File: config.mk
export PLATFORM = sky130hd
export DESIGN_NAME = pkt_encap_tx
export DESIGN_NICKNAME = d
export VERILOG_FILES = /design/src/rtl/router_pkt_pkg.sv /design/src/rtl/pkt_hdr_build.sv /design/src/rtl/pkt_encap_tx.sv
export SDC_FILE = /design/constraint.sdc
export NUM_CORES = 2
export LEC_CHECK = 0
export CORE_AREA = 2 2 437 439
export CTS_CLUSTER_SIZE = 16
export DETAILED_ROUTE_END_ITERATION = 10
export DIE_AREA = 0 0 439 441
export SLEW_MARGIN = 15
export SYNTH_ARGS = -nofsm -noshare
export SYNTH_HDL_FRONTEND = slang
export SYNTH_HIERARCHICAL = 1
export SYNTH_SLANG_ARGS = --single-unit
File: constraint.sdc
create_clock -name clk -period 7.1 [get_ports clk]
set_clock_uncertainty 0.15 [all_clocks]
set_input_delay 1.42 -clock clk [delete_from_list [all_inputs] [get_ports clk]]
set_output_delay 1.42 -clock clk [all_outputs]
set_load 0.1 [all_outputs]
File: src/rtl/router_pkt_pkg.sv
// Shared definitions for the router packet stream: word counts, header field
// positions, tail marker and the encap/decap FSM state type.
package router_pkt_pkg;

  localparam int FLIT_W        = 64;
  localparam int ADDR_W        = 10;
  localparam int SEQ_W         = 8;
  localparam int PKT_WORDS     = 19;
  localparam int PAYLOAD_WORDS = 16;
  localparam int PAYLOAD_W     = FLIT_W * PAYLOAD_WORDS;

  localparam int HDR_DST_LSB = 54;
  localparam int HDR_SRC_LSB = 44;
  localparam int HDR_LEN_LSB = 36;
  localparam int HDR_SEQ_LSB = 28;

  localparam logic [7:0]        PKT_LEN   = 8'(PKT_WORDS);
  localparam logic [FLIT_W-1:0] TAIL_MARK = 64'hE0F0_0000_0000_00;

  typedef enum logic [2:0] {
    ST_IDLE,
    ST_HDR,
    ST_PAY,
    ST_CSUM,
    ST_TAIL
  } pkt_state_e;

endpackage

File: src/rtl/pkt_hdr_build.sv
// Combinational formation of the header and tail flit words from the
// destination address, this node's address and the packet sequence number.
module pkt_hdr_build
  import router_pkt_pkg::*;
#(
  parameter logic [ADDR_W-1:0] SRC_ADDR = 10'd0
) (
  input  logic [ADDR_W-1:0] dst_i,
  input  logic [SEQ_W-1:0]  seq_i,
  output logic [FLIT_W-1:0] hdr_o,
  output logic [FLIT_W-1:0] tail_o
);

  always_comb begin
    hdr_o                               = '0;
    hdr_o[HDR_DST_LSB +: ADDR_W]        = dst_i;
    hdr_o[HDR_SRC_LSB +: ADDR_W]        = SRC_ADDR;
    hdr_o[HDR_LEN_LSB +: 8]             = PKT_LEN;
    hdr_o[HDR_SEQ_LSB +: SEQ_W]         = seq_i;
    tail_o                              = TAIL_MARK | {{(FLIT_W-SEQ_W){1'b0}}, seq_i};
  end

endmodule

File: src/rtl/pkt_encap_tx.sv
// Packet encapsulator: serialises one 1024-bit payload into a 19-word flit
// stream. Define PKT_ENCAP_CHECKSUM_EN to emit an XOR checksum in word 17.
//
// Handshakes: a packet moves on a rising edge with valid_send && ready_send;
// a flit word moves on a rising edge with we_input_port && !full_input_port,
// and while full_input_port is high the presented word is held unchanged.
module pkt_encap_tx
  import router_pkt_pkg::*;
#(
  parameter logic [ADDR_W-1:0] SRC_ADDR = 10'd0
) (
  input  logic                 clk,
  input  logic                 rst_n,
  input  logic [PAYLOAD_W-1:0] data_arbiter_send,
  input  logic [ADDR_W-1:0]    dst_addr_arbiter_send,
  input  logic                 valid_send,
  output logic                 ready_send,
  output logic [FLIT_W-1:0]    data_in_port,
  output logic                 we_input_port,
  input  logic                 full_input_port,
  output logic                 done_encap_pkt,
  output pkt_state_e           dbg_state
);

  pkt_state_e           state_q, state_d;
  logic [3:0]           idx_q, idx_d;
  logic [SEQ_W-1:0]     seq_q, seq_d;
  logic [PAYLOAD_W-1:0] pay_q, pay_d;
  logic [FLIT_W-1:0]    data_q, data_d;
  logic                 we_q, we_d;
  logic                 ready_q, ready_d;

  logic [FLIT_W-1:0]    hdr_word, tail_word, csum_word;
  logic                 accept, word_acc;

  assign accept   = (state_q == ST_IDLE) && ready_q && valid_send;
  assign word_acc = we_q && !full_input_port;

  pkt_hdr_build #(.SRC_ADDR(SRC_ADDR)) u_hdr (
    .dst_i  (dst_addr_arbiter_send),
    .seq_i  (seq_q),
    .hdr_o  (hdr_word),
    .tail_o (tail_word)
  );

`ifdef PKT_ENCAP_CHECKSUM_EN
  logic [FLIT_W-1:0] csum_q;

  always_ff @(posedge clk or negedge rst_n) begin
    if (!rst_n) begin
      csum_q <= '0;
    end else if (accept) begin
      csum_q <= '0;
    end else if (word_acc && (state_q == ST_HDR || state_q == ST_PAY)) begin
      csum_q <= csum_q ^ data_q;
    end
  end

  // Fold in the last payload word as it leaves, so word 17 is ready in time.
  assign csum_word = csum_q ^ data_q;
`else
  assign csum_word = '0;
`endif

  always_comb begin
    state_d = state_q;
    idx_d   = idx_q;
    seq_d   = seq_q;
    pay_d   = pay_q;
    data_d  = data_q;
    we_d    = we_q;
    ready_d = ready_q;
    case (state_q)
      ST_IDLE: begin
        ready_d = 1'b1;
        if (accept) begin
          state_d = ST_HDR;
          pay_d   = data_arbiter_send;
          data_d  = hdr_word;
          we_d    = 1'b1;
          ready_d = 1'b0;
        end
      end
      ST_HDR: begin
        if (word_acc) begin
          state_d = ST_PAY;
          idx_d   = 4'd0;
          data_d  = pay_q[PAYLOAD_W-1 -: FLIT_W];
          pay_d   = pay_q << FLIT_W;
        end
      end
      ST_PAY: begin
        if (word_acc) begin
          if (idx_q == 4'(PAYLOAD_WORDS-1)) begin
            state_d = ST_CSUM;
            data_d  = csum_word;
          end else begin
            idx_d  = idx_q + 4'd1;
            data_d = pay_q[PAYLOAD_W-1 -: FLIT_W];
            pay_d  = pay_q << FLIT_W;
          end
        end
      end
      ST_CSUM: begin
        if (word_acc) begin
          state_d = ST_TAIL;
          data_d  = tail_word;
        end
      end
      ST_TAIL: begin
        // ready stays low for the first IDLE cycle after the tail.
        if (word_acc) begin
          state_d = ST_IDLE;
          data_d  = '0;
          we_d    = 1'b0;
          seq_d   = seq_q + 8'd1;
        end
      end
      default: begin
        state_d = ST_IDLE;
        we_d    = 1'b0;
        data_d  = '0;
        ready_d = 1'b1;
      end
    endcase
  end

  always_ff @(posedge clk or negedge rst_n) begin
    if (!rst_n) begin
      state_q <= ST_IDLE;
      idx_q   <= '0;
      seq_q   <= '0;
      pay_q   <= '0;
      data_q  <= '0;
      we_q    <= 1'b0;
      ready_q <= 1'b1;
    end else begin
      state_q <= state_d;
      idx_q   <= idx_d;
      seq_q   <= seq_d;
      pay_q   <= pay_d;
      data_q  <= data_d;
      we_q    <= we_d;
      ready_q <= ready_d;
    end
  end

  assign ready_send     = ready_q;
  assign data_in_port   = data_q;
  assign we_input_port  = we_q;
  assign done_encap_pkt = (state_q == ST_TAIL) && word_acc;
  assign dbg_state      = state_q;

endmodule

# Word level (Yosys, flattened, before mapping)
# Index checks and enable logic that the tools add are counted.
[totals] register_bits=1105 latchBits=0 in_bits=1038 n_memories=0 mem_bits_rw=0 wordCells=66 out_inout_bits=70 romBits=0
[classes] muxes=28 addsub=2 div=0 order_cmp=0 n_bitwise=1 reduce_logical=16 shift=0 n_eq_ne=12 n_mul=0
[ops] op="$mux W1024" count=4
[ops] op="$pmux W1024 S3" count=1
[ops] op="$mux W64" count=6
[ops] op="$pmux W64 S5" count=1
[ops] op="$mux W3" count=6
[ops] op="$pmux W3 S5" count=1
[ops] op="$ne A2 B2 Y1 const B" count=7
[ops] op="$mux W4" count=3
[ops] op="$reduce_and A5 Y1" count=2
[ops] op="$add A8 B1 Y8 const B" count=1
[ops] op="$pmux W4 S2" count=1
[ops] op="$eq A3 B2 Y1 const B" count=2
[ops] op="$reduce_and A6 Y1" count=1
[ops] op="$add A4 B1 Y4 const B" count=1
[ops] op="$eq A4 B4 Y1 const B" count=1
[ops] op="$logic_and A1 B1 Y1" count=4
[ops] op="$reduce_and A4 Y1" count=1
[ops] op="$reduce_or A4 Y1" count=1
[ops] op="$eq A3 B1 Y1 const B" count=1
[ops] op="$eq A3 B3 Y1 const B" count=1
[ops] op="$logic_not A3 Y1" count=1
[ops] op="$mux W1" count=3
[ops] op="$pmux W1 S3" count=1
[ops] op="$reduce_and A3 Y1" count=1
[ops] op="other kinds (7)" count=7

# Longest topological paths before layout
[logic_depth] ltp_word=5 depth_mapped=9 ltp_nobuf=5

# Hierarchy
# Netlist, hierarchy kept.
[by_module_without_submodules] module="pkt_encap_tx" area_each_um2=53948.0 n_inst=1 seq_area_each_um2=27652.8 cells_per_inst=3683
[by_module_without_submodules] module="pkt_hdr_build" area_each_um2=968.4 n_inst=1 seq_area_each_um2=0.0 cells_per_inst=130

# Least setup slack after synthesis
# OpenSTA, ideal clock, no wires.
[synth_timing] kind="input to output" from="input full_input_port" to="output done_encap_pkt" path_buffers=0 arrival_time_ns=3.999 stages=2 setup_slack_ns=1.531 required_time_ns=5.530 cell_sequence="nand2b_1 > nor3_1"
[synth_between] elab_chain_cells=3
[synth_lines] element="start, declared" line_no="pkt_encap_tx.sv:20" rtl="input logic full_input_port,"
[synth_lines] element="$logic_not A1 Y1" line_no="pkt_encap_tx.sv:37" rtl="assign word_acc = we_q && !full_input_port;"
[synth_lines] element="$logic_and A1 B1 Y1" line_no="pkt_encap_tx.sv:37"
[synth_lines] element="$logic_and A1 B1 Y1" line_no="pkt_encap_tx.sv:151" rtl="assign done_encap_pkt = (state_q == ST_TAIL) && word_acc;"
[synth_lines] element="end, declared" line_no="pkt_encap_tx.sv:21" rtl="output logic done_encap_pkt,"
# Every way passes these cells.

# Worst setup path after layout
[layout_timing] from="register state_q[1] (netlist: dbg_state[1])" to="output done_encap_pkt"
[layout_between] elab_chain_cells=2
[layout_lines] element="start, declared" line_no="pkt_encap_tx.sv:25" rtl="pkt_state_e state_q, state_d;"
[layout_lines] element="start signal, assigned" line_no="pkt_encap_tx.sv:138" rtl="state_q <= state_d;"
[layout_lines] element="$eq A3 B3 Y1" line_no="pkt_encap_tx.sv:151"
[layout_lines] element="$logic_and A1 B1 Y1" line_no="pkt_encap_tx.sv:151"
# Every way passes these cells.

==> impl_metrics.ini <==
[timing]
slew_viol_final = 0
timing.setup.tns_ns = 0
setup_viol_count_final = 0
rsz0062_at_grt = no
period_minus_slack_ns = 5.18
relSlewSlack_pct = 19.5
hold_viol = 0
fmax_mhz = 193
fin_crit_sh_pct = 73.0
tightest_slew_ns = 1.20
worst_slack_ns = 1.92

[setup_path]
r2r-end = pay_q[71]
cp_slowest_cell = clkdlybuf4s50_1
critPathTopFamily = buffers and inverters
cp_max_fo = 73
crit_path_end_kind = output port
rr_startpoint = dbg_state[1]
crit_path_cell_trace = or2_2 -> nor3_1 -> buf_4 -> clkdlybuf4s50_1
crit_required_ns = 5.53
crit_path_start_kind = flop
worstRegToRegCells = 6
critical_path_buf_inv_count = 2
critPathMaxStageDelay_ns = 1.15
cp_data_arrival_time_ns = 3.61
setup.worst_path.class = reg -> out
ff2ff_setup_slack_ns = 2.55

[place]
gp_congestion = 0.863
io_buffers = 1107
dp_hpwl_um = 139000
place_ws_ns = 1.93

[clock_tree]
htree_num_levels = 4
clock_latency_ns = 0.79
cts_resized = 0
cts-root-buf = clkbuf_16
cts-buffers-inserted = 135
hold_buffers = 0
clock_sinks = 1105
postCtsSetupBuffers = 0
cts_tree = built
clk_path_buf_depth = 3
path_clk_slew_ns = 0.05

[logic_synthesis]
synth_top_area_share_pct = 50.3
synth_cell_types = 41
synth_warnings = 6
netlist_area_um2 = 54900
synth_area_leaders = dfrtp_1, mux2_2, mux2_1
synth_top_cell_by_area = dfrtp_1
synth_top_flop_cell = dfrtp_1
synth_edf_count = 0
synth_top_family_by_area = multiplexers
synthAdderAreaFrac_pct = 0.0456
yosysSeqAreaShare_pct = 50.4
syn_avg_cell_area_um2 = 14.4
synth-xor-area-share_pct = 0.128
synth_compound_area_share_pct = 3.32
syn_inst = 3813
synth-seq-cells = 1105
synthSimpleGateAreaFrac_pct = 0.779
synth-async-reset-ratio_pct = 100
muxShareOfSynthArea_pct = 40.6

[finish]
multi_input_area_um2 = 25000
layout_common_cells = mux2_2, clkdlybuf4s50_1, dfrtp_1
syn2layout_area_growth_pct = 31.4
final_common_cell = mux2_2
seqCellArea_um2 = 27700
nNetsFinal = 5852
drive_gt1_share_pct = 36.6
nFillCells = 18100

[route]
viasPerCell = 4.67
drt-initial-drc-count = 1847
wl_um = 187000
num_vias = 34800
ant_nets = 0
drc = 0
wl_per_cell_um = 25.1
first_pass_iters = 5

[die]
die_area_um2 = 194000
coreArea_um2 = 189000
initial_core_util_pct = 29.0
ioPinCount = 1108
die_h_um = 441
num_rows = 160
fp.dieW_um = 439

[grt]
grt_max_degree = 163
overflow = 0
grt_pass1_vias = 36400
gr-usage-all-layers_pct = 18.8
antenna_found_initial = 91
grt_first_pass_wirelength_um = 263000

[job]
maxCapViolCount = 0

[min_path]
whs_endpoint = data_in_port[55]
holdPathStages = 1
hold_start = data_in_port[55]
min-delay-path-class = reg -> reg

[pwr]
power_leakage_nw = 29.4
power_density_nw_per_um2 = 537
peakVddDrop_mv = 0.352

[outcome]
status = finished clean
[cells by family (layout without fill, tap and decap cells)]
| kind of cell | Yosys count | count (layout) |
|---|---|---|
| other | 2 | 136 |
| xor gates and xnor gates | 8 | 8 |
| DFF | 1105 | 1105 |
| adders and majority gates | 2 | 2 |
| and+or+nand+nor | 99 | 99 |
| muxes | 1985 | 1985 |
| buffers and inverters | 402 | 1404 |
| AOI/OAI and AO/OA | 210 | 210 |
[synthesized netlist by cell type, types with 2 or more instances]
cell and n:
mux2_2 1525, dfrtp_1 1104, mux2_1 394, buf_4 162, buf_2 135, nor2_1 71, mux2i_1 66, a22o_1 65
a221oi_1 64, o2bb2ai_1 64, clkbuf_1 55, buf_6 47, nand2_1 5, nand3_1 5, o21ai_0 5, xnor2_1 5
and3_1 4, nand4_1 3, xor2_1 3, a211o_1 2, a21o_1 2, conb_1 2, ha_1 2, inv_1 2
nand2b_1 2, nor2b_1 2, nor3_1 2, nor4_1 2
[layout make-up]
class | instances | share of cell area (%)
inverter | 2 | 0.0104
clock buffer | 213 | 5.78
sequential | 1105 | 38.3
timing repair buffer | 1162 | 16.3
antenna | 34 | 0.118
clock inverter | 27 | 0.383
multi-input combinational | 2406 | 34.7
tap | 2511 | 4.35
[state kept, by name, summed over array words and instances (netlist names)]
register	count
seq_q	8
we_input_port	1
idx_q	4
dbg_state	3
ready_send	1
data_in_port	64
pay_q	1024
[per-layer routing]
metal	track usage, %	vias to the layer above	wire length (um)
met4	6.82	58	5250
met2	31.7	831	93500
met3	4.63	310	10200
met1	23.3	17800	77700
li1	-	15900	-
met5	0	-	384
[worst max-delay path by stage]
stage,from,to,slack [ns],cells past startpoint
floorplan,full_input_port,done_encap_pkt,1.53,2
global placement,full_input_port,done_encap_pkt,1.93,5
detailed placement,full_input_port,done_encap_pkt,1.93,5
CTS,dbg_state[1],done_encap_pkt,1.80,4
global route,dbg_state[1],done_encap_pkt,1.76,4
finish,dbg_state[1],done_encap_pkt,1.92,4
[where the power goes]
part,switching (mW),total (mW),internal [mW]
registers,2.15,11.9,9.78
logic,9.15,19.8,10.7
clock network,2.86,6.96,4.10
[stage by stage]
step	area, um^2	hold slack (ns)	util, %	instances	power (mW)
6_report	72100	0.334	38.1	7460	38.7
2_1_floorplan	55300	0.310	-	3913	27.4
5_1_grt	72100	0.348	38.1	7453	41.1
3_3_place_gp	67600	0.319	35.7	7186	31.5
3_5_place_dp	67600	0.323	35.7	7186	32.0
4_1_cts	72100	0.339	38.1	7426	39.2
Note: power is estimated with default switching activity, not from simulation.
